===== config.mk =====
export PLATFORM = sky130hd
export DESIGN_NAME = ika2151_dac_tx
export DESIGN_NICKNAME = d
export VERILOG_FILES = /design/src/rtl/ika2151_dac_tx.sv
export SDC_FILE = /design/constraint.sdc
export NUM_CORES = 1
export LEC_CHECK = 0
export CAP_MARGIN = 20
export CORE_UTILIZATION = 30
export DETAILED_ROUTE_END_ITERATION = 6
export GPL_TIMING_DRIVEN = 0
export MAX_ROUTING_LAYER = met4
export PLACE_DENSITY = 0.61
export SLEW_MARGIN = 20
export SYNTH_ARGS = -nofsm -noshare
export SYNTH_HDL_FRONTEND = slang
export SYNTH_SLANG_ARGS = --single-unit
export TNS_END_PERCENT = 20

===== constraint.sdc =====
create_clock -name i_EMUCLK -period 3.81 [get_ports i_EMUCLK]
set_input_delay 0.381 -clock i_EMUCLK [delete_from_list [all_inputs] [get_ports i_EMUCLK]]
set_output_delay 0.381 -clock i_EMUCLK [all_outputs]
set_load 0.01 [all_outputs]

===== src/rtl/ika2151_dac_tx.sv =====
// Serial DAC transmitter: once per 32-slot frame it latches the left/right sums, converts each to a
// 13-bit float word (10-bit mantissa, 3-bit exponent) and shifts both out with SH1/SH2 word strobes.
module ika2151_dac_tx #(
    parameter int SH_LEN   = 8,
    parameter int PAD_BITS = 3
) (
    input  logic        i_EMUCLK,
    input  logic        i_MRST,
    input  logic        i_phi1_NCEN_n,
    input  logic        i_CYCLE_SYNC,
    input  logic [15:0] i_ACC_L,
    input  logic [15:0] i_ACC_R,
    output logic        o_SO,
    output logic        o_SH1,
    output logic        o_SH2,
    output logic [12:0] o_DBG_L,
    output logic [12:0] o_DBG_R
);

    typedef enum logic {IDLE, RUN} state_t;

    state_t      state_reg, state_next;
    logic [4:0]  cnt_reg, cnt_next;
    logic [12:0] word_l_reg, word_l_next;
    logic [12:0] word_r_reg, word_r_next;
    logic        so_reg, so_next;
    logic        sh1_reg, sh1_next;
    logic        sh2_reg, sh2_next;
    logic        load;

    logic [31:0] acc_cat;
    logic [25:0] enc_cat;

    assign acc_cat = {i_ACC_R, i_ACC_L};

    // One encoder per channel: shift right by the fewest bits that leave a 10-bit signed value.
    genvar gi;
    generate
        for (gi = 0; gi < 2; gi++) begin : g_enc
            logic [15:0] x;
            logic [2:0]  n;
            logic        ok;
            assign x = acc_cat[gi*16 +: 16];
            always_comb begin
                n  = 3'd6;
                ok = 1'b1;
                for (int k = 5; k >= 0; k--) begin
                    ok = ok & (x[9+k] == x[15]);
                    if (ok) n = 3'(k);
                end
            end
            assign enc_cat[gi*13 +: 13] = {n + 3'd1, 10'(x >> n)};
        end
    endgenerate

    logic [12+PAD_BITS:0] frame_l, frame_r;

    always_comb begin
        state_next  = state_reg;
        cnt_next    = cnt_reg;
        word_l_next = word_l_reg;
        word_r_next = word_r_reg;
        load        = 1'b0;
        if (!i_phi1_NCEN_n) begin
            case (state_reg)
                IDLE: begin
                    if (i_CYCLE_SYNC) begin
                        load       = 1'b1;
                        state_next = RUN;
                        cnt_next   = 5'd0;
                    end
                end
                RUN: begin
                    // A wrap and a resync are the same event: reload and restart at slot 0.
                    if (i_CYCLE_SYNC || cnt_reg == 5'd31) begin
                        load     = 1'b1;
                        cnt_next = 5'd0;
                    end else begin
                        cnt_next = cnt_reg + 5'd1;
                    end
                end
                default: state_next = IDLE;
            endcase
        end
        if (load) begin
            word_l_next = enc_cat[12:0];
            word_r_next = enc_cat[25:13];
        end
        // Outputs are registered from next-state so slot 0 is driven by the loading slot.
        frame_l  = {word_l_next, {PAD_BITS{1'b0}}};
        frame_r  = {word_r_next, {PAD_BITS{1'b0}}};
        so_next  = (state_next == RUN) &&
                   (cnt_next[4] ? frame_r[cnt_next[3:0]] : frame_l[cnt_next[3:0]]);
        sh1_next = (state_next == RUN) && !cnt_next[4] && (cnt_next[3:0] >= 4'(16 - SH_LEN));
        sh2_next = (state_next == RUN) &&  cnt_next[4] && (cnt_next[3:0] >= 4'(16 - SH_LEN));
    end

    always_ff @(posedge i_EMUCLK) begin
        if (i_MRST) begin
            state_reg  <= IDLE;
            cnt_reg    <= 5'd0;
            word_l_reg <= 13'd0;
            word_r_reg <= 13'd0;
            so_reg     <= 1'b0;
            sh1_reg    <= 1'b0;
            sh2_reg    <= 1'b0;
        end else if (!i_phi1_NCEN_n) begin
            state_reg  <= state_next;
            cnt_reg    <= cnt_next;
            word_l_reg <= word_l_next;
            word_r_reg <= word_r_next;
            so_reg     <= so_next;
            sh1_reg    <= sh1_next;
            sh2_reg    <= sh2_next;
        end
    end

    assign o_SO    = so_reg;
    assign o_SH1   = sh1_reg;
    assign o_SH2   = sh2_reg;
    assign o_DBG_L = word_l_reg;
    assign o_DBG_R = word_r_reg;

endmodule


==> flow_summary.yaml, run 1 <==
outcome:
  status: "finished, final reports clean"
synth:
  synthAdderAreaFrac_pct: 1.75
  synthFlopType: "dfxtp_1"
  synth_compound_area_share_pct: 31.5
  synth_top_area_cell: "dfxtp_1"
  synth_cell_type_count: 65
  synth_top_family_by_area: "compound AO/OA/AOI/OAI gates"
  syn_avg_cell_area_sq_um: 7.28
  yosys_warnings: 0
  synth_edf_count: 0
  syn_nets: 433
  muxShareOfSynthArea_pct: 10.7
  synth_top_area_share_pct: 24.5
  synth_async_sr_flop_share_pct: 0
  yosys-top-cells-area: "dfxtp_1 24%, mux2i_1 9.1%, nor2_1 6.4%, a21oi_1 5.6%, nand2_1 5.2%"
  ys_ff_latch: 35
  synth-simple-area-share_pct: 24.0
  synth_cells: 393
  synth_area_sq_um: 2860
  synth-xor-area-share_pct: 0.918
  yosysSeqAreaShare_pct: 24.5
route:
  drtIter0Drc: 263
  vias_per_cell: 5.63
  route.met3.wl_um: 437
  drt-total-wl_mm: 9.11
  wire_per_inst_um: 15.5
  top_layer: "met4"
  routed-wl-met2_mm: 4.22
  drc: 0
  first_pass_iters: 5
  drt-met1-wl_mm: 4.40
  drtAntennaViolNets: 0
  vias: 3305
die:
  die-area_sq_um: 9940
  start_util_pct: 31.0
  die_y_um: 99.7
  io_pins: 65
  rows: 35
  die_x_um: 99.7
  core_area_sq_um: 9240
power:
  power_frac_comb_pct: 30.7
  p_switching_mw: 0.344
  clkPwrFrac_pct: 32.3
  leakage_nw: 1.39
  p_int_mw: 0.753
  seq_power_share_pct: 37.0
  swShare_pct: 31.4
  pwr_density_cell_nw_per_um2: 295
  ir_worst_vdd_v: 0.000132
sta:
  grt_setup_unrepaired: "no"
  setup_tns_ns: 0
  fmaxAchievable_mhz: 303
  tightestPinTransition_ns: 0.786
  period_minus_slack_ns: 3.30
  period_share_pct: 86.7
  finalMaxSlewViolations: 0
  relSlewSlack_pct: 47.6
  hold_viol: 0
  clock_skew_ns: 0.00986
  setup_viol: 0
critical_path:
  critPathMaxFanout: 9
  end_kind: "register"
  required_ns: 4.01
  critPathKind: "register to register"
  cp-start-kind: "register"
  rr_worst_depth: 12
  worst-path-stages: 12
  cp_slowest_cell: "nor4b_1"
  crit_chain: "ha_1 -> and3_1 -> ha_1 -> nor4b_1 -> a22o_1 -> clkbuf_1 -> nor3_1 -> a2111oi_0 -> nor3_1 -> nand2_1 -> a221oi_2 -> o32ai_1"
  max_stage_delay_ns: 0.54
  path_delay_family: "simple AND/OR/NAND/NOR gates"
  worst_ep_arrival_time_ns: 3.50
  cp_num_buf_inv: 1
cells_and_area:
  layout-drive-gt1-share_pct: 6.99
  antenna_cells: 0
  area_growth_pct: 29.7
  n_fill_cell: 995
  final_cell_mix: "57 x clkdlybuf4s50_1, 49 x nor2_1, 40 x nand2_1, 35 x dfxtp_1, 32 x a21oi_1"
  nets: 497
  fin_cells: 587
  final_common_cell: "clkdlybuf4s50_1"
placement:
  port_buffers: 57
  dp_cells: 579
  hpwlAfterDp_mm: 6.92
  place_congestion: 0.877
cts:
  cts_resized: 0
  root_buffer: "clkbuf_8"
  cts_tree: "done"
  cts.sinks: 35
  cts.clk_slew.worst_paths_ns: 0.08
  clk_latency_ns: 0.29
  cts_made_buffers: 5
  cts_setup_buffers: 0
  ctsHtreeMaxLevel: 2
  cts_buffer_depth: 2
  hold_buffers: 0
grt:
  grt_max_degree: 12
  grt_pass1_wl_mm: 14.8
  grt_pass1_vias: 2984
  grt_usage_pct: 18.9
  antenna_found_initial: 0
  gr-total-overflow: 0
worst_hold_path:
  worstHoldPathCells: 3
  hold_path.class: "input pin to register"
job:
  drv_cap: 0
-- logic make-up after synthesis --
| family | count (synthesis) |
|---|---|
| AO/OA/AOI/OAI | 131 |
| XOR/XNOR | 3 |
| AND/OR/NAND/NOR | 146 |
| adder cells (fa/ha/maj) | 4 |
| buffers and inverters | 44 |
| flip-flops | 35 |
| multiplexers | 30 |
-- Yosys cell counts, types with 4 or more instances --
cell	instances
a211oi_1	13
a21oi_1	32
a22oi_1	4
a311oi_1	7
a31oi_1	14
and3_1	6
buf_2	5
clkbuf_1	19
dfxtp_1	35
ha_1	4
inv_1	11
mux2_2	4
mux2i_1	26
nand2_1	40
nand2b_1	4
nand3_1	10
nor2_1	49
nor2b_1	5
nor3_1	16
o21a_1	4
o21ai_0	18
o31ai_1	4
-- area by class of cell --
cell class | count | area, sq um | share of cell area, %
flip-flops and latches | 35 | 701 | 18.9
clock buffers | 6 | 82.6 | 2.22
multi-input cells | 314 | 1970 | 53.0
plain buffers | 31 | 145 | 3.91
repair buffers | 57 | 571 | 15.4
clock inverters | 2 | 35.0 | 0.944
well taps | 129 | 161 | 4.35
inverters | 13 | 48.8 | 1.31
-- worst register-to-register path, cell delays in order (launching register included) --
cell and delay (ns):
dfxtp_1 0.36, ha_1 0.25, and3_1 0.19, ha_1 0.23, nor4b_1 0.54, a22o_1 0.25
clkbuf_1 0.35, nor3_1 0.08, a2111oi_0 0.41, nor3_1 0.12, nand2_1 0.12, a221oi_2 0.05
o32ai_1 0.28
-- per-layer routing --
| metal | track usage, % | up-vias |
|---|---|---|
| li1 | - | 1599 |
| met1 | 26.1 | 1597 |
| met2 | 29.7 | 104 |
| met3 | 2.67 | 5 |
| met4 | 3.05 | 0 |
| met5 | - | - |
-- path summary, 6_finish.rpt --
check | start | endpoint | slack [ns]
setup / recovery | cnt_reg[0] | o_SO | 0.51
hold / removal | i_ACC_R[15] | o_DBG_R[9] | 0.43
setup reg to reg | cnt_reg[0] | o_SO | 0.51
hold reg to reg | o_DBG_R[7] | o_DBG_R[7] | 0.49
-- power groups by stage --
stage / combinational, mW / sequential [mW] / clock [mW]
detailed placement: 0.332 / 0.414 / 0
CTS: 0.334 / 0.406 / 0.356
global route: 0.368 / 0.409 / 0.376
global placement: 0.329 / 0.414 / 0
floorplan: 0.198 / 0.417 / 0
finish: 0.336 / 0.406 / 0.354
-- per-stage QoR --
stage          power, mW  setup WS [ns]  util (%)  area (sq um)  hold WS [ns]
2_1_floorplan      0.615           1.08         -          2860         0.488
3_3_place_gp       0.744          0.537      38.9          3590         0.464
3_5_place_dp       0.746          0.514      38.9          3590         0.471
4_1_cts             1.10          0.598      40.2          3710         0.412
5_1_grt             1.15          0.217      40.2          3710         0.430
6_report            1.10          0.506      40.2          3710         0.432
No activity file was read; power rests on OpenSTA's default activity.
==> inputs of run 2 (changes only) <==
GPL_TIMING_DRIVEN = not set   (was 0)
HOLD_SLACK_MARGIN = 0.02   (was not set)
SKIP_CTS_REPAIR_TIMING = 1   (was not set)
==> flow_summary.yaml, run 2 (synthesis gave the netlist of run 1 again) <==
outcome:
  status: "finished, final reports clean"
power:
  p_int_mw: 0.670
  seq_power_share_pct: 40.3
  clkPwrFrac_pct: 26.3
  swShare_pct: 33.7
  p_switching_mw: 0.340
  pwr_density_cell_nw_per_um2: 273
  leakage_nw: 1.38
  power_frac_comb_pct: 33.5
  ir_worst_vdd_v: 0.000150
die:
  die-area_sq_um: 9940
  die_y_um: 99.7
  start_util_pct: 31.0
  die_x_um: 99.7
  rows: 35
  core_area_sq_um: 9240
  io_pins: 65
critical_path:
  critPathKind: "input pin to register"
  end_kind: "register"
  worst_ep_arrival_time_ns: 3.22
  critPathMaxFanout: 14
  rrSetupSlack_ns: 0.91
  rr_worst_depth: 11
  cp-start-kind: "input pin"
  required_ns: 3.98
  r2r-end: "o_SO"
  r2r_start: "cnt_reg[0]"
cells_and_area:
  area_growth_pct: 29.2
  nets: 483
  n_fill_cell: 970
  final_common_cell: "clkdlybuf4s50_1"
  antenna_cells: 0
  fin_area_sq_um: 3700
  layout-drive-gt1-share_pct: 7.88
  final_cell_mix: "64 x clkdlybuf4s50_1, 48 x nor2_1, 40 x nand2_1, 35 x dfxtp_1, 32 x a21oi_1"
sta:
  setup_viol: 0
  finalMaxSlewViolations: 0
  tightestPinTransition_ns: 0.845
  hold_viol: 0
  relSlewSlack_pct: 43.0
  fmaxAchievable_mhz: 328
  grt_setup_unrepaired: "no"
  layout_setup_ws_ns: 0.761
  period_minus_slack_ns: 3.05
  clock_skew_ns: 0.00896
  setup_tns_ns: 0
  period_share_pct: 80.0
grt:
  gr-total-overflow: 0
  grt_usage_pct: 18.9
  antenna_found_initial: 0
  grt_pass1_wl_mm: 14.7
  grt_pass1_vias: 2916
  grt_max_degree: 36
cts:
  cts_buffer_depth: 2
  cts.sinks: 35
  ctsHtreeMaxLevel: 2
  cts_tree: "done"
  clk_latency_ns: 0.29
  root_buffer: "clkbuf_8"
  cts_made_buffers: 5
  cts.clk_slew.worst_paths_ns: 0.08
placement:
  dp_slack_ns: 0.464
  post_dp_cell_area_sq_um: 3610
  port_buffers: 64
  place_congestion: 0.880
  hpwlAfterDp_mm: 6.73
job:
  drv_cap: 0
worst_hold_path:
  hold_start: "o_DBG_R[7]"
  min_to: "o_DBG_R[7]"
  worstHoldPathCells: 2
  hold_path.class: "register to register"
route:
  first_pass_iters: 5
  drt-total-wl_mm: 8.99
  vias_per_cell: 5.51
  vias: 3159
  wire_per_inst_um: 15.7
  drtIter0Drc: 272
  drtAntennaViolNets: 0
  drc: 0
[run 2: through the flow]
stage	util [%]	hold WS [ns]	instances	total power [mW]
final	40.0	0.473	573	1.01
after global routing	40.0	0.513	573	1.08
after CTS	40.0	0.476	573	1.02
after detailed placement	39.1	0.462	565	0.751
after global placement	39.1	0.466	565	0.753
after floorplan	-	0.488	393	0.615
[run 2: worst max path at each step]
stage | slack, ns | endpoint | depth (start not counted) | from
after global placement | 0.57 | o_SO | 9 | i_ACC_R[12]
after floorplan | 1.08 | o_SO | 12 | cnt_reg[0]
after detailed placement | 0.46 | o_SO | 9 | i_ACC_R[12]
final | 0.76 | o_SO | 9 | i_ACC_R[12]
after global routing | 0.51 | o_SO | 9 | i_ACC_R[12]
after CTS | 0.77 | o_SO | 9 | i_ACC_R[12]
[run 2: power by group through the flow]
stage,clock (mW),combinational (mW),sequential [mW]
after detailed placement,0,0.336,0.415
after global routing,0.298,0.374,0.409
after global placement,0,0.336,0.416
final,0.265,0.338,0.407
after CTS,0.273,0.338,0.407
after floorplan,0,0.198,0.417
[run 2: cell type report]
type / instances / area [sq um] / area share (%)
clock buffers: 5 / 68.8 / 1.86
clock inverters: 3 / 15.0 / 0.406
inverters: 13 / 48.8 / 1.32
multi-input cells: 314 / 1980 / 53.4
flip-flops and latches: 35 / 701 / 18.9
well taps: 129 / 161 / 4.36
repair buffers: 74 / 728 / 19.7
[run 2: critical path: stages]
cell	delay [ns]
clkdlybuf4s50_1	0.61
nor3_1	0.28
nand3_1	0.44
nand3_2	0.37
mux2i_1	0.27
mux2i_1	0.12
a211o_1	0.34
a221oi_2	0.28
o32ai_1	0.12
[run 2: routing by layer]
metal	vias to the layer above	share of wire, %	global-route usage (%)
met5	-	0	-
met2	91	45	28.3
met4	0	0.37	2.71
met3	2	4.6	2.67
li1	1571	-	-
met1	1495	50	27.2
==> inputs of run 3 (changes only) <==
PLACE_DENSITY = 0.63   (was 0.61)
clock period = 2.65 ns   (was 3.81 ns; I/O delays follow)
==> flow_summary.yaml, run 3 (synthesis gave the netlist of run 1 again) <==
worst_hold_path:
  hold_path.class: "register to register"
  hold_start: "o_DBG_R[7]"
  min_to: "o_DBG_R[7]"
  worstHoldPathCells: 2
cts:
  cts_tree: "done"
  clk_latency_ns: 0.29
  cts.clk_slew.worst_paths_ns: 0.07
  cts_made_buffers: 5
  cts.sinks: 35
  cts_buffer_depth: 2
  ctsHtreeMaxLevel: 2
  root_buffer: "clkbuf_8"
grt:
  gr-total-overflow: 0
  grt_pass1_vias: 3178
  grt_pass1_wl_mm: 15.2
  grtUsageMet1_pct: 27.5
  antenna_found_initial: 0
  grt_max_degree: 37
  grt_usage_pct: 19.6
  grt_use_met3_pct: 2.39
  grt-busiest-layer: "met2"
  use_met2_pct: 30.1
power:
  ir_worst_vdd_v: 0.000228
  clkPwrFrac_pct: 30.1
  leakage_nw: 1.78
  pwr_density_cell_nw_per_um2: 380
  total_power_mw: 1.68
  power_frac_comb_pct: 35.1
  p_int_mw: 1.17
  swShare_pct: 30.6
  p_switching_mw: 0.515
  seq_power_share_pct: 34.8
outcome:
  status: "finished, final reports clean"
route:
  drt-total-wl_mm: 9.55
  wire_per_inst_um: 14.8
  drc: 0
  first_pass_iters: 4
  drtAntennaViolNets: 0
  drtIter0Drc: 207
  vias_per_cell: 5.30
  vias: 3430
critical_path:
  critPathKind: "register to register"
  r2r-end: "o_SO"
  critPathMaxFanout: 7
  cp_num_buf_inv: 1
  end_kind: "register"
  worst_ep_arrival_time_ns: 2.80
  rrSetupSlack_ns: 0.06
  rr_worst_depth: 11
  path_delay_family: "simple AND/OR/NAND/NOR gates"
  cp_slowest_cell: "nor4b_4"
  max_stage_delay_ns: 0.39
  r2r_start: "cnt_reg[0]"
  required_ns: 2.86
  crit_chain: "ha_2 -> and3_4 -> ha_4 -> nor4b_4 -> a22oi_2 -> buf_6 -> a211oi_2 -> a21oi_1 -> or3b_1 -> o211a_1 -> o32ai_2"
  cp-start-kind: "register"
cells_and_area:
  area_growth_pct: 54.8
  n_fill_cell: 897
  nets: 557
  final_cell_mix: "81 x buf_4, 64 x clkdlybuf4s50_1, 47 x nor2_1, 40 x nand2_1, 34 x dfxtp_1"
  regArea_sq_um: 702
  multi_input_area_sq_um: 2100
  postLayoutCoreUtil_pct: 48.0
  layout-drive-gt1-share_pct: 24.7
  final_common_cell: "buf_4"
  antenna_cells: 0
placement:
  port_buffers: 64
  place_congestion: 0.877
  hpwlAfterDp_mm: 7.51
  dp_slack_ns: -0.190
sta:
  layout_setup_ws_ns: 0.0588
  fmaxAchievable_mhz: 386
  setup_viol: 0
  setup_tns_ns: 0
  finalMaxSlewViolations: 0
  period_minus_slack_ns: 2.59
  hold_viol: 0
  tightestPinTransition_ns: 0.488
  relSlewSlack_pct: 67.4
  period_share_pct: 97.8
  clock_skew_ns: 0.00707
die:
  die-area_sq_um: 9940
  die_y_um: 99.7
  io_pins: 65
  core_area_sq_um: 9240
  start_util_pct: 31.0
  rows: 35
  die_x_um: 99.7
job:
  drv_cap: 0
[run 3: cell types whose count changed in the layout (fill, tap and decap cells not counted), moves of 2 or more]
cell       previous run  this run
a22oi_1               4         2
ha_1                  4         2
nor3_2                0         3
a2111oi_1             0         2
a22oi_2               0         2
clkinv_2              3         1
a2111oi_0             3         0
nor3_1               16        13
buf_4                 9        81
[run 3: how the worst max path moves through the flow]
stage	cells after the start	from	endpoint
6_report	11	cnt_reg[0]	o_SO
5_1_grt	11	cnt_reg[0]	o_SO
4_1_cts	11	cnt_reg[0]	o_SO
3_5_place_dp	10	i_ACC_R[12]	o_SO
3_3_place_gp	10	i_ACC_R[12]	o_SO
2_1_floorplan	12	cnt_reg[0]	o_SO
[run 3: area by class of cell]
class | count | share of cell area [%]
multi-input cells | 314 | 47.4
repair buffers | 148 | 29.3
flip-flops and latches | 35 | 15.8
well taps | 129 | 3.64
clock buffers | 6 | 1.86
inverters | 13 | 1.10
clock inverters | 2 | 0.791
[run 3: tightest hold or removal path: cells and delay by family (launching register included)]
kind	cells	cell delay, ns
AOI/OAI and AO/OA	1	0.05
DFF	1	0.33
and+or+nand+nor	1	0.06
[run 3: metal layers]
layer | share of wire [%] | up-vias | wire length, um
li1 | - | 1723 | -
met1 | 48 | 1614 | 4560
met2 | 47 | 84 | 4500
met3 | 4.5 | 9 | 431
met4 | 0.66 | 0 | 63
met5 | 0 | - | 0
[run 3: stage by stage]
step | instances | hold WS [ns] | instance area [sq um]
floorplan | 393 | 0.488 | 2870
global placement | 639 | 0.466 | 4190
detailed placement | 639 | 0.476 | 4190
CTS | 647 | 0.489 | 4310
global route | 647 | 0.506 | 4430
finish | 647 | 0.481 | 4430
[run 3: power groups by stage]
stage	combinational, mW	sequential (mW)	clock, mW
global route	0.647	0.589	0.537
floorplan	0.285	0.600	0
global placement	0.567	0.597	0
finish	0.591	0.586	0.506
CTS	0.575	0.586	0.512
detailed placement	0.572	0.597	0
